File: src/rtl/vga_timing_rx.sv
// vga_timing_rx: sink-side VGA timing decoder/checker with lock FSM.
// Optional frame/error statistics counters built when VGA_RX_STAT_EN is defined.
module vga_timing_rx #(
   parameter int H_TOTAL     = 800,
   parameter int V_TOTAL     = 525,
   parameter int H_W         = 11,
   parameter int V_W         = 10,
   parameter int LOCK_FRAMES = 2
) (
   input  logic           clk,
   input  logic           rst,
   input  logic           h_sync_i,
   input  logic           v_sync_i,
   input  logic           disp_i,
   output logic [H_W-1:0] x_o,
   output logic [V_W-1:0] y_o,
   output logic           pix_valid_o,
   output logic           line_start_o,
   output logic           frame_start_o,
   output logic [H_W-1:0] h_total_o,
   output logic [V_W-1:0] v_total_o,
   output logic           locked_o,
   output logic           err_o,
   output logic [15:0]    frm_cnt_o,
   output logic [15:0]    err_cnt_o
);
   localparam logic [1:0] SEARCH = 2'd0, CHECK = 2'd1, LOCKED = 2'd2;
   localparam int GW = $clog2(LOCK_FRAMES + 1);
   logic           h_r_q, v_r_q, disp_r_q, h_p_q, v_p_q, had_q, had_d, bad_q, bad_d;
   logic           ls_q, fs_q, err_q, err_d;
   logic [H_W-1:0] h_cnt_q, h_cnt_d, h_nxt, x_q, x_d, ht_q, ht_d;
   logic [V_W-1:0] ln_q, ln_d, v_nxt, y_q, y_d, vt_q, vt_d;
   logic [1:0]     st_q, st_d;
   logic [GW-1:0]  good_q, good_d, good_inc;
   logic           h_fall, v_fall, h_mis, v_mis, tmo, frame_ok;
   always_comb begin
      h_fall   = h_p_q & ~h_r_q;
      v_fall   = v_p_q & ~v_r_q;
      h_nxt    = h_cnt_q + 1'b1;
      v_nxt    = ln_q + 1'b1;
      h_mis    = h_fall & (h_nxt != H_W'(H_TOTAL));
      v_mis    = v_nxt != V_W'(V_TOTAL);
      tmo      = ~h_fall & (h_cnt_q == H_W'(2 * H_TOTAL));
      // a frame is only good if its closing v edge lands on an h edge
      frame_ok = ~v_mis & h_fall & ~(bad_q | h_mis);
      err_d    = (st_q != SEARCH) & (h_mis | (v_fall & (~h_fall | v_mis)) | tmo);
      good_inc = good_q + 1'b1;
      st_d     = tmo ? SEARCH :
                 st_q == SEARCH ? (v_fall ? CHECK : SEARCH) :
                 st_q == CHECK  ? ((v_fall & frame_ok & (good_inc == GW'(LOCK_FRAMES))) ? LOCKED : CHECK) :
                 (err_d ? CHECK : LOCKED);
      good_d   = (st_q != CHECK || tmo) ? '0 : v_fall ? (frame_ok ? good_inc : '0) : good_q;
      h_cnt_d  = h_fall ? '0 : (&h_cnt_q ? h_cnt_q : h_nxt);
      ln_d     = v_fall ? '0 : (h_fall & ~&ln_q) ? v_nxt : ln_q;
      ht_d     = h_fall ? h_nxt : ht_q;
      vt_d     = v_fall ? v_nxt : vt_q;
      x_d      = h_fall ? H_W'(disp_r_q) : disp_r_q ? x_q + 1'b1 : x_q;
      y_d      = v_fall ? '0 : (h_fall & had_q) ? y_q + 1'b1 : y_q;
      // disp seen on the edge cycle already belongs to the new line
      had_d    = h_fall ? disp_r_q : had_q | disp_r_q;
      bad_d    = v_fall ? 1'b0 : bad_q | h_mis;
   end
   always_ff @(posedge clk) begin
      if (rst) begin
         {h_r_q, v_r_q, disp_r_q, h_p_q, v_p_q, had_q, bad_q, ls_q, fs_q, err_q} <= '0;
         h_cnt_q <= '0;
         x_q     <= '0;
         ht_q    <= '0;
         ln_q    <= '0;
         y_q     <= '0;
         vt_q    <= '0;
         st_q    <= SEARCH;
         good_q  <= '0;
      end else begin
         h_r_q    <= h_sync_i;
         v_r_q    <= v_sync_i;
         disp_r_q <= disp_i;
         h_p_q    <= h_r_q;
         v_p_q    <= v_r_q;
         had_q    <= had_d;
         bad_q    <= bad_d;
         ls_q     <= h_fall;
         fs_q     <= v_fall;
         err_q    <= err_d;
         h_cnt_q  <= h_cnt_d;
         x_q      <= x_d;
         ht_q     <= ht_d;
         ln_q     <= ln_d;
         y_q      <= y_d;
         vt_q     <= vt_d;
         st_q     <= st_d;
         good_q   <= good_d;
      end
   end
   assign x_o           = x_q;
   assign y_o           = y_q;
   assign locked_o      = st_q == LOCKED;
   assign pix_valid_o   = disp_r_q & locked_o;
   assign line_start_o  = ls_q;
   assign frame_start_o = fs_q;
   assign h_total_o     = ht_q;
   assign v_total_o     = vt_q;
   assign err_o         = err_q;
`ifdef VGA_RX_STAT_EN
   logic [15:0] frm_q, ecnt_q;
   always_ff @(posedge clk) begin
      if (rst) begin
         frm_q  <= '0;
         ecnt_q <= '0;
      end else begin
         if (v_fall && !(&frm_q)) frm_q <= frm_q + 1'b1;
         if (err_d && !(&ecnt_q)) ecnt_q <= ecnt_q + 1'b1;
      end
   end
   assign frm_cnt_o = frm_q;
   assign err_cnt_o = ecnt_q;
`else
   assign frm_cnt_o = '0;
   assign err_cnt_o = '0;
`endif
endmodule

File: config.mk
export PLATFORM = sky130hd
export DESIGN_NAME = vga_timing_rx
export DESIGN_NICKNAME = d
export VERILOG_FILES = /design/src/rtl/vga_timing_rx.sv
export SDC_FILE = /design/constraint.sdc
export NUM_CORES = 1
export LEC_CHECK = 0
export ABC_AREA = 1
export CAP_MARGIN = 20
export CORE_MARGIN = 1.5
export CORE_UTILIZATION = 35
export CTS_CLUSTER_SIZE = 8
export DETAILED_ROUTE_END_ITERATION = 6
export GPL_TIMING_DRIVEN = 0
export PLACE_DENSITY_LB_ADDON = 0.08
export SYNTH_ARGS = -nofsm -noshare
export SYNTH_HDL_FRONTEND = slang
export SYNTH_SLANG_ARGS = --single-unit
File: constraint.sdc
create_clock -name clk -period 2.1 [get_ports clk]
set_input_delay 0.42 -clock clk [delete_from_list [all_inputs] [get_ports clk]]
set_output_delay 0.42 -clock clk [all_outputs]
set_load 0.01 [all_outputs]
Yosys cells after proc, flatten, opt, wreduce, memory -nomap -nowiden
Index checks and enable logic that the tools add are counted.
{"block": "classes", "n_div": 0, "order_cmp": 0, "add_sub_neg": 5, "muxes": 9, "n_eq_ne": 7, "bitwise": 23, "shift": 0, "mul": 0, "n_reduce_logical": 11}
{"op": "$add 11x1->11 const B", "count": 2}
{"op": "$add 10x1->10 const B", "count": 2}
{"op": "$and 1x1->1", "count": 13}
{"op": "$eq 11x11->1 const B", "count": 1}
{"op": "$ne 11x10->1 const B", "count": 1}
{"op": "$reduce_and 11->1", "count": 1}
{"op": "$mux 2", "count": 5}
{"op": "$ne 10x10->1 const B", "count": 1}
{"op": "$reduce_and 10->1", "count": 1}
{"op": "$reduce_or 2->1", "count": 4}
{"op": "$not 1->1", "count": 5}
{"op": "$or 1x1->1", "count": 5}
{"op": "$eq 2x2->1 const B", "count": 2}
{"op": "$mux 1", "count": 4}
{"op": "$reduce_bool 2->1", "count": 2}
{"op": "$add 2x1->2 const B", "count": 1}
{"op": "$eq 2x1->1 const B", "count": 1}
{"op": "$logic_not 2->1", "count": 1}
{"op": "$ne 2x1->1 const B", "count": 1}
{"op": "$logic_not 1->1", "count": 1}
{"op": "$logic_or 1x1->1", "count": 1}
{"block": "word_totals", "regBits": 77, "mem_bits_ro": 0, "latch_bits": 0, "memories": 0, "mem_bits_rw": 0}

Longest topological paths before layout
Gate-level depths: netlist of run 1.
{"block": "depth", "ltp_word": 11, "depth_mapped": 15}

Worst setup path after synthesis of run 1
Ideal clock, no wire load.
{"block": "synth_path", "path_kind": "register to register", "from": "register h_cnt_q[0]", "to": "register st_q[0]", "period_less_slack_ns": 1.699, "n_path_buf": 0, "required_time_ns": 1.991, "arrival_ns": 1.590, "setup_time_ns": 0.109, "setup_slack_ns": 0.401, "stages_incl_launch_ff": 15, "path_cell_list": "dfxtp_1 > ha_1 > inv_1 > nor2_4 > nand3_2 > nand2_1 > nand2_1 > nor2_1 > nand3_1 > nand2_2 > nand4_1 > nand2_1 > nand3_1 > nand2_1 > inv_1"}
{"block": "synth_between", "elab_chain_cells": 11}
{"element": "start, declared", "line": "31", "source": "logic [H_W-1:0] h_cnt_q, h_cnt_d, h_nxt, x_q, x_d, ht_q, ht_d;"}
{"element": "start signal, assigned", "line": "85", "source": "h_cnt_q <= h_cnt_d;"}
{"element": "$add 11x1->11", "line": "39", "source": "h_nxt = h_cnt_q + 1'b1;"}
{"element": "$ne 11x10->1", "line": "41", "source": "h_mis = h_fall & (h_nxt != H_W'(H_TOTAL));"}
{"element": "$and 1x1->1", "line": "41"}
{"element": "$or 1x1->1", "line": "45", "source": "frame_ok = ~v_mis & h_fall & ~(bad_q | h_mis);"}
{"element": "$not 1->1", "line": "45"}
{"element": "$and 1x1->1", "line": "45"}
{"element": "$and 1x1->1 (2 in a row)", "line": "50", "source": "st_q == CHECK ? ((v_fall & frame_ok & (good_inc == GW'(LOCK_FRAMES))) ? LOCKED : CHECK) :"}
{"element": "$mux 2 (2 in a row)", "line": "50"}
{"element": "$mux 2", "line": "49", "source": "st_q == SEARCH ? (v_fall ? CHECK : SEARCH) :"}
{"element": "end signal, assigned", "line": "91", "source": "st_q <= st_d;"}
{"element": "end, declared", "line": "33", "source": "logic [1:0] st_q, st_d;"}
Parallel ways exist; a longest one is shown, timed or not.
A chain may end at the register's enable or synchronous reset.

Final worst setup path of run 1
Ends and elaborated chain as after synthesis.

==> results of run 1 <==
==> power by group <==
group | leakage [nW] | internal [W] | switching [W]
combinational | 1.24 | 0.000101 | 0.000142
sequential | 0.625 | 0.00149 | 0.0000282
clock | 0.0964 | 0.000579 | 0.000518
==> routing by layer <==
| metal | GRT usage | vias up | share of wire |
|---|---|---|---|
| met5 | 0 | - | 0 |
| met4 | 0.0536 | 0 | 0.011 |
| met3 | 0.0345 | 7 | 0.058 |
| met2 | 0.225 | 87 | 0.42 |
| met1 | 0.206 | 1397 | 0.51 |
| li1 | - | 1701 | - |
==> repair_timing <==
action                     in CTS  in global routing
resized for setup               1                 12
pin swaps                       0                  1
setup endpoints to repair       1                  9
==> cells by family (layout without fill, tap and decap cells) <==
group           after synthesis  count (layout)
buf+inv                     114             181
compound gates               80              80
other cells                   1              32
fa+ha+maj                     8               8
xor+xnor                      3               3
flops                        77              77
simple gates                212             212
==> Yosys cell counts, drive strengths merged, types with 2 or more instances <==
library cell | n | share of area
ha | 8 | 0.028
a31oi | 2 | 0.0035
o21a | 3 | 0.0063
a22o | 3 | 0.0077
nor2 | 51 | 0.062
inv | 74 | 0.077
o21ai | 36 | 0.050
nand4 | 8 | 0.014
dfxtp | 77 | 0.43
buf | 32 | 0.067
nor3 | 16 | 0.022
nor4 | 2 | 0.0035
a21oi | 33 | 0.047
clkbuf | 8 | 0.0084
nand3 | 20 | 0.032
and3 | 3 | 0.0066
xor2 | 3 | 0.0073
nand2 | 110 | 0.12
==> worst reg2reg max path, delay by kind of cell, from the launching register on <==
family | cells | cell delay [ns]
fa+ha+maj | 1 | 0.21
flops | 1 | 0.39
buf+inv | 2 | 0.13
simple gates | 11 | 1.08
==> worst min path at each step <==
| stage | to | slack (ns) | depth (start not counted) |
|---|---|---|---|
| after global placement | h_p_q$_SDFF_PP0_ | 0.42 | 2 |
| after floorplan | h_p_q$_SDFF_PP0_ | 0.41 | 2 |
| final | h_p_q$_SDFF_PP0_ | 0.43 | 2 |
| after global routing | v_p_q$_SDFF_PP0_ | 0.45 | 2 |
| after detailed placement | v_p_q$_SDFF_PP0_ | 0.42 | 2 |
| after CTS | v_p_q$_SDFF_PP0_ | 0.43 | 2 |
==> final cells by class <==
type                            count  share of cell area
Buffer                             40              0.0587
Sequential cell                    77               0.336
Multi-Input combinational cell    335               0.356
Timing Repair Buffer               51               0.111
Clock inverter                      4              0.0103
Clock buffer                       12              0.0315
Tap cell                          133              0.0362
Inverter                           74              0.0603
==> state kept, by name (all words and copies together) (netlist names), 2 cells and up <==
name / cells
x_o: 11
h_total_o: 11
st_q: 2
y_o: 10
h_cnt_q: 11
good_q: 2
ln_q: 10
v_total_o: 10
==> through the flow <==
stage | util | worst slack (ns) | TNS [ns] | cell area (sq um)
2_1_floorplan | - | 0.401 | 0 | 3710
3_3_place_gp | 0.444 | -0.0123 | -0.0336 | 4380
3_5_place_dp | 0.444 | -0.0183 | -0.0254 | 4380
4_1_cts | 0.464 | 0.0490 | 0 | 4580
5_1_grt | 0.467 | 0.00482 | 0 | 4600
6_report | 0.467 | 0.173 | 0 | 4600
==> results.md, run 1 <==
* Most common cell after layout, fill and taps aside: nand2_1
* Worst-path clk slew at 0.08 ns
* Cts bufs inserted at 9
* R2R setup slack at 0.17 ns
* Crit path cell chain: ha_2 -> inv_1 -> nor2_4 -> nand2_1 -> nand2_1 -> nand2_1 -> nor2_1 -> nand3_1 -> nand2_2 -> nand4_1 -> nand2_1 -> nand3_1 -> nand2_1 -> inv_1
* Root buffer cell: clkbuf_8
* Largest family of logic cells by synthesized area: simple AND/OR/NAND/NOR gates
* Gr ovfl total at 0
* Leakage at 1.96 nW
* Area share of and/or/nand/nor cells after synthesis at 0.261
* Area of the multi-input gates at 1640 sq um
* Slew Limit Fails at 0
* Worst Min Path Start: h_r_q$_SDFF_PP0_
* Gate Count Post-Synth at 495
* Skew-Pair Late Insertion Delay at 0.34 ns
* Crit-path slowest cell: dfxtp_4
* Clock sink count at 77
* Total number of vias at 3192
* Die area at 10900 sq um
* Routed length per instance at 10.8 um
* Filler instances at 1027
* # IOs at 84
* Core Area at 9860 sq um
* Critical Path Source: h_cnt_q[0]$_SDFFE_PP0N_
* First-pass GRT wire length at 13200 um
* Final setup viols at 0
* GP Congestion at 0.864
* Initial core utilization at 0.364
* DR DRC count at 0
* Syn. warnings at 0
* Post-layout nets at 601
* Worst-path fanout max at 7
* Setup crit start kind: register
* Post-CTS Setup Inserts at 0
* Status: finished clean
* Max-slew headroom at 0.637
* Leading cell types in the layout, fill and taps excluded: 104 x nand2_1, 75 x dfxtp_1, 74 x inv_1
* Ys flop type: dfxtp_1
* Period Utilization, post-route at 0.917
* Reg2Reg Launch Point: h_cnt_q[0]$_SDFFE_PP0N_
* Multiplexer share of the synthesized area at 0
* Power, Total at 0.00286 W
* P per Cell Area at 621 nW/um^2
* Peak Freq at 519 MHz
* CP max stage delay at 0.39 ns
* Final WL at 7820 um
* Unrepaired setup endpoints after global routing: no
* Worst r2r dst: st_q[0]$_SDFF_PP0_
* Seq. cell area at 1550 sq um
* Synth cell types at 31
* Initial antenna violation count at 0
* Detailed Routing Iterations Pass 1 at 4
* Post-synth ARST share at 0
* Number of flops mapped to enable cells by yosys at 0
* Post-route minimum period at 1.93 ns
* Critical path capture point type: register
* CTS tree: built
* Adder-cell share of the synthesized area at 0.0279
* Layout area overhead at 28.2%
* Fin cells at 726
* Sequential area share after synthesis at 0.429
* Max cap viols at 0
* Iter 0 DRT Violations at 146
* Die height at 104 um
* All-layer global routing usage at 0.149
* Rows at 36
* Post-route ant nets at 0
* Worst hold-check path type: register to register
* Final Skew at 0.0146 ns
* Synthesized area per cell at 7.25 sq um
* Die X at 104 um
* Clock Path Buffers at 2
* H-tree depth at 3
* ANT cells at 0
* Vias per std cell at 4.40
* #FFs+latches synth at 77
* Post-synthesis xor/xnor area fraction at 0.00732
* CP Depth at 14
* WP data arrival at 2.16 ns
* Post-DP HPWL at 5890 um
* Vias in the first global route at 2801
* Final hold violations at 0
* WS Path Type: register to register
* Delay-heaviest family, CP: simple AND/OR/NAND/NOR gates
* Crit path capture: st_q[0]$_SDFF_PP0_
* # port buffers at 51
* Worst slew pin tran at 0.545 ns
* Worst path bufs/invs at 2
* Max VDD drop at 0.000339 V
* Layout cells sized above 1 at 0.120
* Synth Area in Compound Gates at 0.121
* Hold-fix buffers at CTS at 0
* Placed insts at 710
* Register-to-Register Path Depth at 14
* Synth Cell Area at 3590 sq um
* Worst EP required at 2.33 ns
* Cell with the most instances on the worst path: nand2_1
* Largest net degree at the start of global routing at 13
* WHS at 0.434 ns
No activity file was read; power rests on OpenSTA's default activity.
==> inputs of run 2 (changes only) <==
--- a/config.mk
+++ b/config.mk
@@ -7,12 +7,12 @@
 export LEC_CHECK = 0
 export ABC_AREA = 1
 export CAP_MARGIN = 20
-export CORE_MARGIN = 1.5
 export CORE_UTILIZATION = 35
 export CTS_CLUSTER_SIZE = 8
 export DETAILED_ROUTE_END_ITERATION = 6
 export GPL_TIMING_DRIVEN = 0
 export PLACE_DENSITY_LB_ADDON = 0.08
+export SLEW_MARGIN = 20
 export SYNTH_ARGS = -nofsm -noshare
 export SYNTH_HDL_FRONTEND = slang
 export SYNTH_SLANG_ARGS = --single-unit
==> constraint.sdc (replaced) <==
create_clock -name clk -period 2.1 [get_ports clk]
set_input_delay 0.42 -clock clk [delete_from_list [all_inputs] [get_ports clk]]
set_output_delay 0.42 -clock clk [all_outputs]
set_load 0.05 [all_outputs]
==> run 2 against run 1 <==
- worst setup slack worse by 0.066 ns
- die area down 1.9%
- critical path depth decreased by 13
- global-route usage is 0.24 points higher
- first-iteration DRC count rose by 4.1%
- register-to-register slack barely moved
- combinational power grew 52%
- routed wire length shrank 1.5%
- design area decreased by 0.33%
- utilization down 0.15 points
- critical endpoint is now x_o[0]
- largest power group unchanged
==> results.md, run 2 (synthesis results as in run 1) <==
* Clock share of power at 0.372
* Initial antenna violation count at 0
* Filler instances at 1018
* Total number of vias at 3181
* Flop pwr share at 0.505
* Most common cell after layout, fill and taps aside: nand2_1
* Layout area overhead at 27.8%
* Leakage at 1.98 nW
* Layout cells sized above 1 at 0.115
* First-pass GRT wire length at 12200 um
* Delay-heaviest family, CP: buffers and inverters
* All-layer global routing usage at 0.151
* Placed cell area at 4380 sq um
* Worst hold-check path type: register to register
* WS Path Type: register to output port
* Gr ovfl total at 0
* P per Cell Area at 655 nW/um^2
* Crit path cell chain: clkdlybuf4s50_1
* Core Area at 9860 sq um
* Final WL at 7700 um
* Max-slew headroom at 0.612
* Post-route ant nets at 0
* Worst path bufs/invs at 1
* Internal power at 0.00220 W
* CP max stage delay at 0.83 ns
* Crit-path slowest cell: clkdlybuf4s50_1
* Die height at 103 um
* Power, Total at 0.00301 W
* Clock Path Buffers at 2
* GP Congestion at 0.813
* Worst-path fanout max at 4
* Root buffer cell: clkbuf_8
* Worst slew pin tran at 0.582 ns
* Largest net degree at the start of global routing at 12
* Rows at 36
* Vias in the first global route at 2644
* Routed length per instance at 10.6 um
* Post-DP HPWL at 5880 um
* Leading cell types in the layout, fill and taps excluded: 107 x nand2_1, 73 x inv_1, 73 x dfxtp_1
* Cts bufs inserted at 9
* Clock sink count at 77
* Initial core utilization at 0.364
* Skew-Pair Late Insertion Delay at 0.34 ns
* Die area at 10700 sq um
* Final hold violations at 0
* Max VDD drop at 0.000338 V
* Peak Freq at 502 MHz
* # IOs at 84
* Worst EP required at 1.68 ns
* Net switching power at 0.000803 W
* DR DRC count at 0
* Max cap viols at 0
* Final setup viols at 0
* Iter 0 DRT Violations at 152
* Detailed Routing Iterations Pass 1 at 4
* Worst-path clk slew at 0.07 ns
* Final Skew at 0.00989 ns
* ANT cells at 0
* CTS tree: built
* Die X at 103 um
* Post-route minimum period at 1.99 ns
* Hold-fix buffers at CTS at 0
* Slew Limit Fails at 0
* Post-CTS Setup Inserts at 0
* WP data arrival at 1.57 ns
* Setup crit start kind: register
* Combinational power share at 0.123
* Critical path capture point type: output port
* Net Sw Frac at 0.267
* # port buffers at 51
* Post-layout nets at 601
* Unrepaired setup endpoints after global routing: yes
* Fin area at 4590 sq um
* Core Util, Final at 0.465
* H-tree depth at 3
* Status: finished clean
* Vias per std cell at 4.39
* Period Utilization, post-route at 0.949
==> run 2: worst paths after layout <==
path | startpoint | endpoint | slack (ns) | cells past startpoint
worst min-delay path | h_r_q$_SDFF_PP0_ | h_p_q$_SDFF_PP0_ | 0.43 | 2
worst max-delay path | x_o[0]$_SDFFE_PP0P_ | x_o[0] | 0.11 | 1
worst min register to register | h_r_q$_SDFF_PP0_ | h_p_q$_SDFF_PP0_ | 0.43 | 2
worst max register to register | h_cnt_q[0]$_SDFFE_PP0N_ | st_q[0]$_SDFF_PP0_ | 0.16 | 14
==> run 2: power by group through the flow <==
| stage | sequential [W] | combinational, W | clock, W |
|---|---|---|---|
| after floorplan | 0.00157 | 0.000278 | 0 |
| after global placement | 0.00155 | 0.000367 | 0 |
| after detailed placement | 0.00155 | 0.000370 | 0 |
| after CTS | 0.00152 | 0.000369 | 0.00115 |
| after global routing | 0.00152 | 0.000407 | 0.00121 |
| final | 0.00152 | 0.000369 | 0.00112 |
==> run 2: stage by stage <==
stage | hold WS (ns) | setup WS (ns) | setup TNS, ns | cells
3_3_place_gp | 0.419 | -0.00160 | -0.00160 | 710
4_1_cts | 0.436 | 0.0296 | 0 | 725
6_report | 0.431 | 0.108 | 0 | 725
3_5_place_dp | 0.426 | -0.0399 | -0.112 | 710
5_1_grt | 0.464 | -0.0453 | -0.0453 | 725
2_1_floorplan | 0.410 | 0.144 | 0 | 526
==> run 2: routing by layer <==
metal | part of all wire | up-vias | wire (um) | global-route usage
li1 | - | 1700 | - | -
met1 | 0.52 | 1388 | 4000 | 0.217
met2 | 0.42 | 83 | 3210 | 0.219
met3 | 0.049 | 10 | 380 | 0.0269
met4 | 0.015 | 0 | 113 | 0.0715
met5 | 0 | - | 0 | 0
==> run 2: timing repair <==
item                       CTS  global route
hold endpoints to repair     0             0
pin swaps                    0             2
setup endpoints to repair    2             8
resized for setup            2            12
==> run 2: final cells by class <==
cell class | instances | area [sq um] | share of cell area
plain buffers | 40 | 270 | 0.0589
clock buffers | 14 | 163 | 0.0355
clock inverters | 1 | 30.0 | 0.00654
inverters | 74 | 278 | 0.0605
multi-input cells | 335 | 1630 | 0.355
flip-flops and latches | 77 | 1550 | 0.337
well taps | 133 | 166 | 0.0363
repair buffers | 51 | 507 | 0.110
